**config.mk**
```make
export PLATFORM = sky130hd
export DESIGN_NAME = apb_master_arbiter
export DESIGN_NICKNAME = d
export VERILOG_FILES = /design/src/rtl/apb_master_arbiter.sv
export SDC_FILE = /design/constraint.sdc
export NUM_CORES = 1
export LEC_CHECK = 0
export BUFFER_PORTS_ARGS = -buffer_cell sky130_fd_sc_hd__buf_4
export CAP_MARGIN = 5
export CORE_AREA = 2 2 165 167
export CTS_CLUSTER_SIZE = 20
export DETAILED_ROUTE_END_ITERATION = 8
export DIE_AREA = 0 0 167 169
export HOLD_SLACK_MARGIN = 0.06
export PLACE_DENSITY = 0.55
export SETUP_SLACK_MARGIN = 0.15
export SYNTH_ARGS = -nofsm -noshare
export SYNTH_HDL_FRONTEND = slang
export SYNTH_SLANG_ARGS = --single-unit
```
**constraint.sdc**
```tcl
create_clock -name PCLK -period 3.15 [get_ports PCLK]
set_input_delay 0.4725 -clock PCLK [delete_from_list [all_inputs] [get_ports PCLK]]
set_output_delay 0.4725 -clock PCLK [all_outputs]
set_load 0.02 [all_outputs]
```
**src/rtl/apb_master_arbiter.sv**
```systemverilog
// Round-robin arbiter sharing one APB master port between NREQ requesters; PSEL decoded from PADDR[27:24].
// Four cycles per transfer plus one per wait state; requesters hold REQ until DONE; stalled ACCESS aborts after TIMEOUT waits.
module apb_master_arbiter #(
    parameter int NREQ    = 4,
    parameter int TIMEOUT = 255
) (
    input  logic                 PCLK,
    input  logic                 PRESET,
    input  logic [NREQ-1:0]      REQ,
    input  logic [NREQ-1:0]      REQ_WRITE,
    input  logic [NREQ*32-1:0]   REQ_ADDR,
    input  logic [NREQ*32-1:0]   REQ_WDATA,
    output logic [NREQ-1:0]      DONE,
    output logic [31:0]          RDATA,
    output logic                 ERR,
    output logic                 TIMEOUT_EV,
    output logic [31:0]          PADDR,
    output logic [15:0]          PSEL,
    output logic                 PENABLE,
    output logic                 PWRITE,
    output logic [31:0]          PWDATA,
    input  logic [31:0]          PRDATA,
    input  logic                 PREADY,
    input  logic                 PSLVERR
);

    localparam int IW = $clog2(NREQ);

    typedef enum logic [1:0] {
        S_IDLE,
        S_SETUP,
        S_ACCESS,
        S_DONE
    } state_e;

    state_e          state_q;
    logic [IW-1:0]   rr_q;
    logic [IW-1:0]   gnt_q;
    logic [15:0]     wait_q;
    logic [NREQ-1:0] done_q;
    logic [31:0]     rdata_q;
    logic            err_q;
    logic            tev_q;
    logic [31:0]     paddr_q;
    logic [15:0]     psel_q;
    logic            penable_q;
    logic            pwrite_q;
    logic [31:0]     pwdata_q;

    logic            win_vld_d;
    logic [IW-1:0]   win_d;
    logic [IW-1:0]   rr_d;
    logic [31:0]     addr_d;
    logic [31:0]     wdata_d;
    logic            write_d;

    // Two passes: first requesters at or above rr, then the wrapped-around ones below it.
    always_comb begin
        win_vld_d = 1'b0;
        win_d     = '0;
        for (int i = 0; i < NREQ; i++) begin
            if (!win_vld_d && REQ[i] && (IW'(i) >= rr_q)) begin
                win_vld_d = 1'b1;
                win_d     = IW'(i);
            end
        end
        for (int i = 0; i < NREQ; i++) begin
            if (!win_vld_d && REQ[i]) begin
                win_vld_d = 1'b1;
                win_d     = IW'(i);
            end
        end
        rr_d    = (win_d == IW'(NREQ - 1)) ? '0 : win_d + IW'(1);
        addr_d  = '0;
        wdata_d = '0;
        write_d = 1'b0;
        for (int i = 0; i < NREQ; i++) begin
            if (win_d == IW'(i)) begin
                addr_d  = REQ_ADDR[32*i +: 32];
                wdata_d = REQ_WDATA[32*i +: 32];
                write_d = REQ_WRITE[i];
            end
        end
    end

    always_ff @(posedge PCLK) begin
        if (PRESET) begin
            state_q   <= S_IDLE;
            rr_q      <= '0;
            gnt_q     <= '0;
            wait_q    <= '0;
            done_q    <= '0;
            rdata_q   <= '0;
            err_q     <= 1'b0;
            tev_q     <= 1'b0;
            paddr_q   <= '0;
            psel_q    <= '0;
            penable_q <= 1'b0;
            pwrite_q  <= 1'b0;
            pwdata_q  <= '0;
        end else begin
            case (state_q)
                S_IDLE: begin
                    done_q  <= '0;
                    rdata_q <= '0;
                    err_q   <= 1'b0;
                    tev_q   <= 1'b0;
                    if (win_vld_d) begin
                        state_q  <= S_SETUP;
                        gnt_q    <= win_d;
                        rr_q     <= rr_d;
                        paddr_q  <= addr_d;
                        pwrite_q <= write_d;
                        pwdata_q <= wdata_d;
                        psel_q   <= 16'd1 << addr_d[27:24];
                    end
                end
                S_SETUP: begin
                    state_q   <= S_ACCESS;
                    penable_q <= 1'b1;
                    wait_q    <= '0;
                end
                S_ACCESS: begin
                    // A ready slave wins over a timeout reached in the same cycle.
                    if (PREADY) begin
                        state_q   <= S_DONE;
                        psel_q    <= '0;
                        penable_q <= 1'b0;
                        done_q    <= {{(NREQ-1){1'b0}}, 1'b1} << gnt_q;
                        rdata_q   <= pwrite_q ? 32'd0 : PRDATA;
                        err_q     <= PSLVERR;
                    end else if (wait_q == 16'(TIMEOUT)) begin
                        state_q   <= S_DONE;
                        psel_q    <= '0;
                        penable_q <= 1'b0;
                        done_q    <= {{(NREQ-1){1'b0}}, 1'b1} << gnt_q;
                        rdata_q   <= '0;
                        err_q     <= 1'b1;
                        tev_q     <= 1'b1;
                    end else begin
                        wait_q <= wait_q + 16'd1;
                    end
                end
                S_DONE: begin
                    state_q <= S_IDLE;
                    done_q  <= '0;
                    rdata_q <= '0;
                    err_q   <= 1'b0;
                    tev_q   <= 1'b0;
                end
                default: state_q <= S_IDLE;
            endcase
        end
    end

    assign DONE       = done_q;
    assign RDATA      = rdata_q;
    assign ERR        = err_q;
    assign TIMEOUT_EV = tev_q;
    assign PADDR      = paddr_q;
    assign PSEL       = psel_q;
    assign PENABLE    = penable_q;
    assign PWRITE     = pwrite_q;
    assign PWDATA     = pwdata_q;

endmodule

```
Word-level counts from Yosys, hierarchy flattened:

Cells that the tools add are included.
Widths: inputs -> output; s select.

* register bits after elaboration: 142
* input bits: 300
* logic and storage cells: 118
* output and inout port bits: 120

* add/sub/neg operators: 2
* shift-type cells: 2
* multiplexer cells: 54
* order comparisons: 4
* reduce and logical (&&, ||, !) cells: 31
* equality and inequality tests: 12

Operators by type and width (number)
* $mux 32: 11
* $mux 16: 5
* $pmux 16 s2: 2
* $pmux 32 s2: 1
* $mux 2: 10
* $mux 1: 18
* $add 16x1->16 const B: 1
* $eq 16x8->1 const B: 1
* $shl 1x4->16 const A: 1
* $logic_and 1x1->1: 11
* $reduce_and 3->1: 3
* $eq 2x2->1 const B: 4
* $mux 4: 2
* $ne 2x2->1 const B: 4
* $pmux 2 s4: 1
* $pmux 4 s2: 1
* $reduce_and 2->1: 4
* $logic_not 1->1: 7
* $pmux 1 s2: 3
* $reduce_bool 2->1: 3
* $eq 2x1->1 const B: 2
* $ge 1x2->1 const A: 2
* $ge 2x2->1 const A: 2
* $logic_not 2->1: 2
* other kinds (4): 4

Depth between registers and ports, before layout:

Gate-level depths: netlist of the first run.

* depth after elaboration: 35
* mapped depth: 12

Worst setup path before layout of the first run:

OpenSTA, ideal clock, no wires.

* kind: input to register
* from: in REQ[2]
* to: reg psel_q[3] (netlist: PSEL[3])
* path buffers: 0
* stages on the path: 9
* slack: 349 ps
* arrival time: 2740 ps
* cells stage by stage: a22o_1 > a221oi_1 > inv_1 > ha_1 > or2_2 > a221oi_1 > nor2_1 > nor3b_1 > a32o_1

* longest elaborated chain between the ends: 27
* elaborated cells between the ends (all ways): 38
* those cells by class: 4 x eq/ne; 1 x shift; 18 x mux; 15 x reduce/logical

Ends and longest elaborated chain
* start: declaration: line 9 `input logic [NREQ-1:0] REQ,`
* $logic_and 1x1->1 (2 in series): line 62 `if (!win_vld_d && REQ[i] && (IW'(i) >= rr_q)) begin`
* $mux 1: line 62
* $logic_not 1->1: line 62
* $logic_and 1x1->1 (2 in series): line 62
* $mux 1: line 62
* $logic_not 1->1: line 68 `if (!win_vld_d && REQ[i]) begin`
* $logic_and 1x1->1: line 68
* $mux 1: line 68
* [... 8 more ...]
* $mux 2 *: line 68
* named net win_d[0]: line 51 `logic [IW-1:0] win_d;`
* $logic_not 2->1: line 78 `if (win_d == IW'(i)) begin`
* $mux 32 (3 in series): line 78
* $mux 32 *: line 78
* $shl 1x4->16 *: line 115 `psel_q <= 16'd1 << addr_d[27:24];`
* $mux 16 *: line 108 `if (win_vld_d) begin`
* $pmux 16 s2 *: line 102 `case (state_q)`
* end signal: assignment: line 115
* end: declaration: line 45 `logic [15:0] psel_q;`

Mark *: on every way through the listed nets, which the timed path passes. The rest lies on a longest branch. The select of a mux whose other input is x is not followed.
A chain may end at the register's enable or synchronous reset.

Final worst setup path of the first run:

* from: reg rr_q[0]
* to: reg paddr_q[16] (netlist: PADDR[16])

* longest elaborated chain between the ends: 32
* elaborated cells between the ends (all ways): 46
* those cells by class: 4 x order compare; 3 x eq/ne; 19 x mux; 20 x reduce/logical

Ends and longest elaborated chain
* start: declaration: line 37 `logic [IW-1:0] rr_q;`
* start signal: assignment: line 111 `rr_q <= rr_d;`
* $ge 1x2->1: line 62
* $logic_and 1x1->1: line 62
* $mux 1: line 62
* $logic_not 1->1: line 62
* $logic_and 1x1->1 (2 in series): line 62
* $mux 1: line 62
* $logic_not 1->1: line 62
* $logic_and 1x1->1 (2 in series): line 62
* [... 13 more ...]
* $mux 1: line 68
* $logic_not 1->1: line 68
* $logic_and 1x1->1: line 68
* $mux 2 *: line 68
* named net win_d[0]: line 51
* $logic_not 2->1: line 78
* $mux 32 (3 in series): line 78
* $mux 32 *: line 78
* end signal: assignment: line 112 `paddr_q <= addr_d;`
* end: declaration: line 44 `logic [31:0] paddr_q;`

Mark *: on every way through the listed nets, which the timed path passes. The rest lies on a longest branch.

==> results.cfg, run 1 <==
[synthesis]
synth_cell_types = 49
async_flop_share_pct = 0
synthCells = 896
synth_ff_type = dfxtp_1
ys_seq_area_share_pct = 39.65
postSynthAreaPerCell_um2 = 8.002
yosys_warnings = 0
synthesis.nets = 1205
synth_edf_count = 0
netlist_area_mm2 = 0.007169
synth-seq-cells = 142

[power_and_ir_drop]
vdd_drop_max_uv = 461.2
clock_power_share_pct = 19.9
p_per_area_mw_per_mm2 = 890.0
p_comb_share_pct = 54.1
pwr-share-seq_pct = 26.0
swShare_pct = 44.68
p_int_mw = 5.551
power_leakage_nw = 4.798
p_switching_mw = 4.484

[clock_network]
h-tree-depth = 4
clk_pin_slew_ns = 0.07
insertion_delay_ns = 0.43
clock_tree.root_cell = clkbuf_16
tritoncts = built
cts.sinks = 142
cts_buffers = 17
cts_setup_buffers = 0
clockBufferDepth = 2

[sta]
skew_ns = 0.01801
hold_viol = 0
final-setup-viol-count = 0
min_period_over_period_pct = 88.52
hold-worst-slack_ns = 0.2943
slew_violations = 0
tns_ns = 0
grt_setup_unrepaired = no
max_freq_mhz = 358.6
finalCriticalPeriod_ns = 2.788
slew-limit-headroom_pct = 52.56
worstMarginPinSlew_ns = 0.7115

[job]
maxCapViolCount = 0

[die]
io_pins = 420
core_mm2 = 0.02650
fp.dieH_um = 169
fp.dieW_um = 167
num_rows = 60
dieArea_mm2 = 0.02822
start_util_pct = 27.05

[critical_path]
arrival_ns = 3.09
r2r_start = rr_q[0]
path_cells = inv_1 > a22o_1 > a221oi_1 > buf_4 > inv_1 > ha_1 > nor2b_4 > buf_4 > a221oi_1 > nor3_1 > a211oi_1 > nor3_1
cp_max_fo = 18
required_ns = 3.45
critical-path-slowest-cell = dfxtp_1
critPathLaunchType = register
end_kind = register
worstSetupPathType = reg2reg
max_stage_delay_ns = 0.40
worstSetupStartpoint = rr_q[0]

[global_route]
grt.met1_usage_pct = 23.23
overflow = 0
met2_usage_pct = 36.98
grt_pass1_vias = 7916
grtUsageMet3_pct = 6.921
grt_antenna_before_repair = 3
grt.busiest_layer = met2
track_usage_pct = 20.93
grt_pass1_wl_um = 46020
grt_max_degree = 89

[worst_hold_path]
hold_path.class = in2reg
min_from = PRDATA[27]

[route]
drc_errors = 0
viasPerCell = 5.021
drtIter0Drc = 493
vias = 8185
firstDrtPassIters = 4
wl_per_cell_um = 18.83
routed_wl_um = 30690
ant_nets = 0

[cells_and_area]
drive_gt1_share_pct = 38.80
syn_to_final_growth_pct = 57.28
finalNetCount = 1582
fin_util_pct = 42.55

[placed_design]
placement.io_buffers = 419
hpwl_um = 23040
gp_congestion = 0.8818

[status]
outcome = finished, final reports clean
[path summary, 6_finish.rpt]
kind	slack (ns)	cells past startpoint	to
worst max-delay path	0.36	12	PADDR[16]
worst min-delay path	0.29	3	RDATA[27]
worst min register to register	0.46	2	PADDR[24]
worst max register to register	0.36	12	PADDR[16]
[cells in the mapped netlist, types with 2 or more instances]
cell         n  area share [%]
buf_1        7            0.37
a211oi_1    62             6.5
or4_4        3            0.47
a221oi_1    64             7.8
a221o_1      2            0.28
dfxtp_1    142              40
o21a_1       2            0.21
nand3b_1     2            0.21
buf_2        2            0.14
a31oi_1      2            0.17
nand2b_1     8            0.70
nor2b_1     64             5.6
a32o_1       2            0.28
xnor2_1      7            0.86
buf_6        2            0.31
nand4_1      7            0.61
o22ai_1      2            0.17
a22o_1       5            0.61
and3b_1      2            0.24
nand3_1     47             3.3
nand2_1     61             3.2
a22o_2       6            0.84
o221a_2      2            0.31
ha_1         9             1.6
nor2_1      90             4.7
clkbuf_1    72             3.8
nor3b_1      2            0.21
a21oi_1     16             1.1
inv_1        9            0.47
xor2_1       7            0.86
nor3_1     125             8.7
o21ai_0     37             2.6
o221ai_1     2            0.24
and3_1       6            0.52
o2bb2ai_1    4            0.49
[area by class of cell]
class                      instances  area [µm²]
antenna                            3       7.507
clock buffer                      17       425.4
clock inverter                    15       146.4
fill                            2738       15220
inverter                           9       33.78
multi-input combinational        662        4033
sequential                       142        2843
tap                              341       426.7
timing repair buffer             441        3361
[power by group through the flow]
stage / clock network (mW) / registers (mW) / logic, mW
2_1_floorplan: 0 / 3.13 / 2.86
3_3_place_gp: 0 / 2.62 / 5.44
3_5_place_dp: 0 / 2.64 / 5.47
4_1_cts: 2.07 / 2.61 / 5.48
5_1_grt: 2.14 / 2.66 / 5.97
6_report: 2.00 / 2.61 / 5.43
[critical path, delay by kind of cell, from the launching register on]
family	cells	cell delay, ns
AND/OR/NAND/NOR	3	0.32
buffers and inverters	4	0.61
adder cells (fa/ha/maj)	1	0.22
flip-flops	1	0.40
AO/OA/AOI/OAI	4	1.10
[through the flow]
| step | power (mW) | area (µm²) | setup WS (ns) | cells |
|---|---|---|---|---|
| floorplan | 5.990 | 7169 | 0.3493 | 896 |
| global placement | 8.065 | 10690 | 0.1717 | 1595 |
| finish | 10.04 | 11280 | 0.3617 | 1630 |
| global route | 10.77 | 11280 | 0.2425 | 1630 |
| detailed placement | 8.104 | 10690 | 0.1587 | 1595 |
| CTS | 10.15 | 11260 | 0.2986 | 1627 |
[timing repair]
item,in CTS,in global routing
hold buffers,0,0
resized for setup,0,1
endpoints found under the hold margin,0,0
endpoints found under the setup margin,0,4
[flip-flops by register name, summed over array words and instances, names as in the netlist, 2 cells and up]
name and flops:
DONE 4, PADDR 32, PSEL 16, PWDATA 32
RDATA 32, gnt_q 2, rr_q 2, state_q 2
wait_q 16
[placed cells by master (no fill, tap or decap), types with 5 or more instances in the layout]
cell,Yosys,routed
buf_4,0,437
dfxtp_1,142,142
nor3_1,125,125
nor2_1,90,89
a221oi_1,64,64
nor2b_1,64,62
a211oi_1,62,62
nand2_1,61,61
nand3_1,47,47
o21ai_0,37,37
clkbuf_16,0,17
a21oi_1,16,16
inv_1,9,9
nand2b_1,8,7
nand4_1,7,7
xor2_1,7,7
xnor2_1,7,7
and3_1,6,6
a22o_2,6,6
ha_1,9,6
inv_6,0,6
a22o_1,5,5
[cell families after synthesis]
logic type               share of synthesized area [%]
AO/OA/AOI/OAI                                    22.39
XOR/XNOR                                         1.710
adder cells (fa/ha/maj)                          1.571
buffers and inverters                            5.061
flip-flops                                       39.65
AND/OR/NAND/NOR                                  29.62
[metal layers]
metal | routed length (µm) | up-vias | part of all wire [%]
met2 | 15660 | 291 | 51
met5 | 0 | - | 0
met1 | 11720 | 3793 | 38
met4 | 875 | 0 | 2.9
li1 | - | 4057 | -
met3 | 2436 | 44 | 7.9
Power figures use the tool's default switching activity.
==> run 2: changes to the inputs <==
CORE_AREA = 2 2 163 165   (was 2 2 165 167)
DIE_AREA = 0 0 165 167   (was 0 0 167 169)
PLACE_DENSITY = 0.56   (was 0.55)
clock period = 3.4 ns   (was 3.15 ns; I/O delays follow)
==> run 2 against run 1 <==
Via count fell by 0.17%. Worst hold slack gained 0.036 ns. Sequential power fell by 7%. Non-clock buffer count is 3 lower. Sequential share of layout area about the same. First-iteration DRC count shrank 15%. Setup slack improved by 0.082 ns. Largest cell class unchanged. Largest power group unchanged.
==> results.cfg, run 2 (synthesis results as in run 1) <==
[die]
fp.dieW_um = 165
fp.dieH_um = 167
num_rows = 59
dieArea_mm2 = 0.02756
io_pins = 420
core_mm2 = 0.02576
start_util_pct = 27.83

[cells_and_area]
multiInputGateArea_mm2 = 0.004028
nFillCells = 2654
finalNetCount = 1579
final_cells = 1619
final_cell_mix = buf_4, dfxtp_1, nor3_1, nor2_1, a221oi_1
drive_gt1_share_pct = 38.58
seqCellArea_mm2 = 0.002843
final_area_mm2 = 0.01128
syn_to_final_growth_pct = 57.35
final_common_cell = buf_4

[clock_network]
clockBufferDepth = 2
clk_pin_slew_ns = 0.07
clock_tree.root_cell = clkbuf_16
tritoncts = built
insertion_delay_ns = 0.43
cts_buffers = 17
h-tree-depth = 4
cts_setup_buffers = 0
cts-resized-gates = 0
cts-hold-fix-buffers = 0
cts.sinks = 142

[sta]
hold-worst-slack_ns = 0.3301
hold_viol = 0
slew_violations = 0
max_freq_mhz = 338.3
skew_ns = 0.01130
finalCriticalPeriod_ns = 2.956
final-setup-viol-count = 0
grt_setup_unrepaired = no
timing.final.ws_setup_ns = 0.4440
min_period_over_period_pct = 86.94
worstMarginPinSlew_ns = 1.134
slew-limit-headroom_pct = 23.71
tns_ns = 0

[critical_path]
arrival_ns = 3.32
path_buf_inv = 3
required_ns = 3.77
critPathLaunchType = register
end_kind = register
critical-path-slowest-cell = nor2b_4
path_cells = nand2b_1 > a21oi_1 > a221oi_1 > buf_4 > inv_1 > ha_1 > nor2b_4 > buf_12 > a221o_1 > o221ai_1 > nor2_1 > a32o_1
cpLargestDelayFamily = simple AND/OR/NAND/NOR gates
worstSetupPathType = reg2reg
max_stage_delay_ns = 0.55
cp_max_fo = 33

[placed_design]
placement.io_buffers = 419
post-place-ws_ns = 0.1710
dp_cells = 1586
hpwl_um = 22890
place_area_mm2 = 0.01069
gp_congestion = 0.8836

[power_and_ir_drop]
vdd_drop_max_uv = 535.7
power_leakage_nw = 4.797
p_per_area_mw_per_mm2 = 831.4

[route]
routed_wl_um = 30350
drtIter0Drc = 419
firstDrtPassIters = 5
vias = 8171
ant_nets = 0
drc_errors = 0
wl_per_cell_um = 18.75
viasPerCell = 5.047

[global_route]
grt_pass1_wl_um = 45890
overflow = 0
grt_antenna_before_repair = 1
track_usage_pct = 21.61
grt_max_degree = 79
grt_pass1_vias = 8200

[worst_hold_path]
hold_path.class = in2reg

[status]
outcome = finished, final reports clean

[job]
maxCapViolCount = 0
[run 2: final timing paths]
kind / start / slack (ns) / depth (start not counted) / to
setup / recovery: rr_q[0] / 0.44 / 12 / PSEL[3]
hold / removal: PRDATA[14] / 0.33 / 3 / RDATA[14]
setup reg to reg: rr_q[0] / 0.44 / 12 / PSEL[3]
hold reg to reg: PADDR[26] / 0.47 / 2 / PADDR[26]
[run 2: per-layer routing]
layer / track usage (%) / vias up / share of wire (%)
met3: 8.194 / 60 / 8.8
li1: - / 4056 / -
met2: 37.12 / 319 / 50
met5: 0 / - / 0
met4: 9.490 / 0 / 4.0
met1: 23.49 / 3736 / 37
[run 2: power by group]
group	switching, mW	internal [mW]
Sequential	0.296	2.13
Clock	0.891	0.991
Combinational	3.02	2.05
Total	4.21	5.17
[run 2: worst min-delay path, stage by stage]
cell and delay, ns:
buf_4 0.11, nand2_1 0.04, o21ai_0 0.06
[run 2: stage by stage]
step | util (%) | total power [mW]
CTS | 43.78 | 9.484
global route | 43.79 | 10.05
global placement | 41.48 | 7.533
finish | 43.79 | 9.379
floorplan | - | 5.550
detailed placement | 41.48 | 7.566
[run 2: final cells by class]
type | instances | share of cell area [%]
multi-input cells | 662 | 35.70
repair buffers | 438 | 29.81
well taps | 335 | 3.716
clock buffers | 17 | 3.771
flip-flops and latches | 142 | 25.20
inverters | 9 | 0.2995
diodes | 1 | 0.02218
clock inverters | 15 | 1.475
==> run 3: changes to the inputs <==
ABC_CLOCK_PERIOD_IN_PS = 3650   (was unset)
clock period = 3.65 ns   (was 3.4 ns; I/O delays follow)
==> run 3 against run 2 <==
Sequential share of layout area barely moved. Setup slack improved by 0.14 ns. Critical path depth decreased by 1. Combinational power fell by 6.9%. Global-route usage decreased by 0.42 points. Clock power is 2% lower. Power is 6.1% lower. Worst hold slack improved by 0.045 ns. Largest cell class unchanged. Largest power group unchanged. Highest routed layer unchanged.
==> results.cfg, run 3 (synthesis results as in run 1) <==
[clock_network]
clock_tree.root_cell = clkbuf_16
cts_buffers = 17
cts-hold-fix-buffers = 0
h-tree-depth = 4
cts-resized-gates = 0
clockBufferDepth = 2
cts_setup_buffers = 0
tritoncts = built
insertion_delay_ns = 0.42
cts.sinks = 142
clk_pin_slew_ns = 0.07

[placed_design]
post-place-ws_ns = 0.2286
dp_cells = 1588
placement.io_buffers = 419
hpwl_um = 22440
gp_congestion = 0.8674

[die]
fp.dieH_um = 167
fp.dieW_um = 165
num_rows = 59
dieArea_mm2 = 0.02756
core_mm2 = 0.02576
start_util_pct = 27.83
io_pins = 420

[power_and_ir_drop]
clock_power_share_pct = 20.9
vdd_drop_max_uv = 371.9
swShare_pct = 44.11
p_switching_mw = 3.885
p_comb_share_pct = 53.7
power_leakage_nw = 4.800
p_per_area_mw_per_mm2 = 780.5
p_int_mw = 4.922
pwr-share-seq_pct = 25.4

[sta]
min_period_over_period_pct = 83.88
finalCriticalPeriod_ns = 3.062
slew-limit-headroom_pct = 31.30
skew_ns = 0.01023
grt_setup_unrepaired = no
slew_violations = 0
final-setup-viol-count = 0
hold_viol = 0
max_freq_mhz = 326.6
worstMarginPinSlew_ns = 1.021
tns_ns = 0
timing.final.ws_setup_ns = 0.5885
hold-worst-slack_ns = 0.3748

[cells_and_area]
final_cell_mix = buf_4, dfxtp_1, nor3_1, nor2_1, a221oi_1
syn_to_final_growth_pct = 57.38
nFillCells = 2638
drive_gt1_share_pct = 38.68
final_cells = 1621
fin_util_pct = 43.80
final_common_cell = buf_4
finalNetCount = 1581

[route]
drc_errors = 0
drtIter0Drc = 468
dr.max_layer_used = met4
vias = 8123
viasPerCell = 5.011
routed_wl_um = 29760
firstDrtPassIters = 5
ant_nets = 0
wl_met3_um = 2716
wl_met1_um = 11270
met2_wirelength_um = 15060
wl_per_cell_um = 18.36

[global_route]
grt_pass1_vias = 8093
grt_antenna_before_repair = 1
grt_max_degree = 101
track_usage_pct = 21.19
overflow = 0
grt_pass1_wl_um = 44990

[critical_path]
end_kind = register
required_ns = 3.99
critPathLaunchType = register
cp_max_fo = 37
worstSetupPathType = reg2reg
arrival_ns = 3.41

[worst_hold_path]
hold_path.class = in2reg

[status]
outcome = finished, final reports clean

[job]
maxCapViolCount = 0
run 3: cell types whose count changed in the layout (fill, tap and decap cells not counted), sizes merged:
cell	delta
bufinv	+2
inv	-1
clkinvlp	+2
buf	+2
clkinv	-3
run 3: worst paths after layout:
check,start,to,slack [ns],depth (start not counted)
worst max-delay path,rr_q[1],PWDATA[27],0.59,11
worst min-delay path,PRDATA[0],RDATA[0],0.37,3
worst max register to register,rr_q[1],PWDATA[27],0.59,11
worst min register to register,PADDR[27],PADDR[27],0.46,2
run 3: area by class of cell:
| cell class | instances | area (µm²) | share of cell area, % |
|---|---|---|---|
| Clock inverter | 15 | 191.4 | 1.697 |
| Timing Repair Buffer | 440 | 3341 | 29.61 |
| Sequential cell | 142 | 2843 | 25.19 |
| Tap cell | 335 | 419.2 | 3.715 |
| Inverter | 9 | 33.78 | 0.2994 |
| Antenna cell | 1 | 2.502 | 0.02218 |
| Multi-Input combinational cell | 662 | 4028 | 35.70 |
| Clock buffer | 17 | 425.4 | 3.770 |
run 3: metrics by stage:
stage,instance area [µm²],power [mW]
5_1_grt,11280,9.438
3_3_place_gp,10660,7.034
6_report,11280,8.807
4_1_cts,11280,8.934
3_5_place_dp,10660,7.059
2_1_floorplan,7169,5.170
run 3: per-layer routing:
layer  track usage, %  vias to the layer above
li1                 -                     4053
met5                0                        -
met4            6.578                        0
met3            8.294                       43
met1            23.62                     3743
met2            36.83                      284
run 3: power by group through the flow:
stage,combinational [mW],clock (mW),sequential (mW)
3_5_place_dp,4.80,0,2.26
2_1_floorplan,2.47,0,2.70
3_3_place_gp,4.78,0,2.26
5_1_grt,5.18,1.97,2.29
4_1_cts,4.81,1.89,2.24
6_report,4.73,1.84,2.23
run 3: critical path: stages (launching register included):
cell and delay [ns]:
dfxtp_1 0.37, a21oi_1 0.14, o21ai_0 0.09, a21oi_1 0.25, inv_1 0.10, ha_2 0.22
nor2b_4 0.79, buf_4 0.30, a221oi_1 0.08, nor3_1 0.37, a211oi_1 0.08, nor3_1 0.17
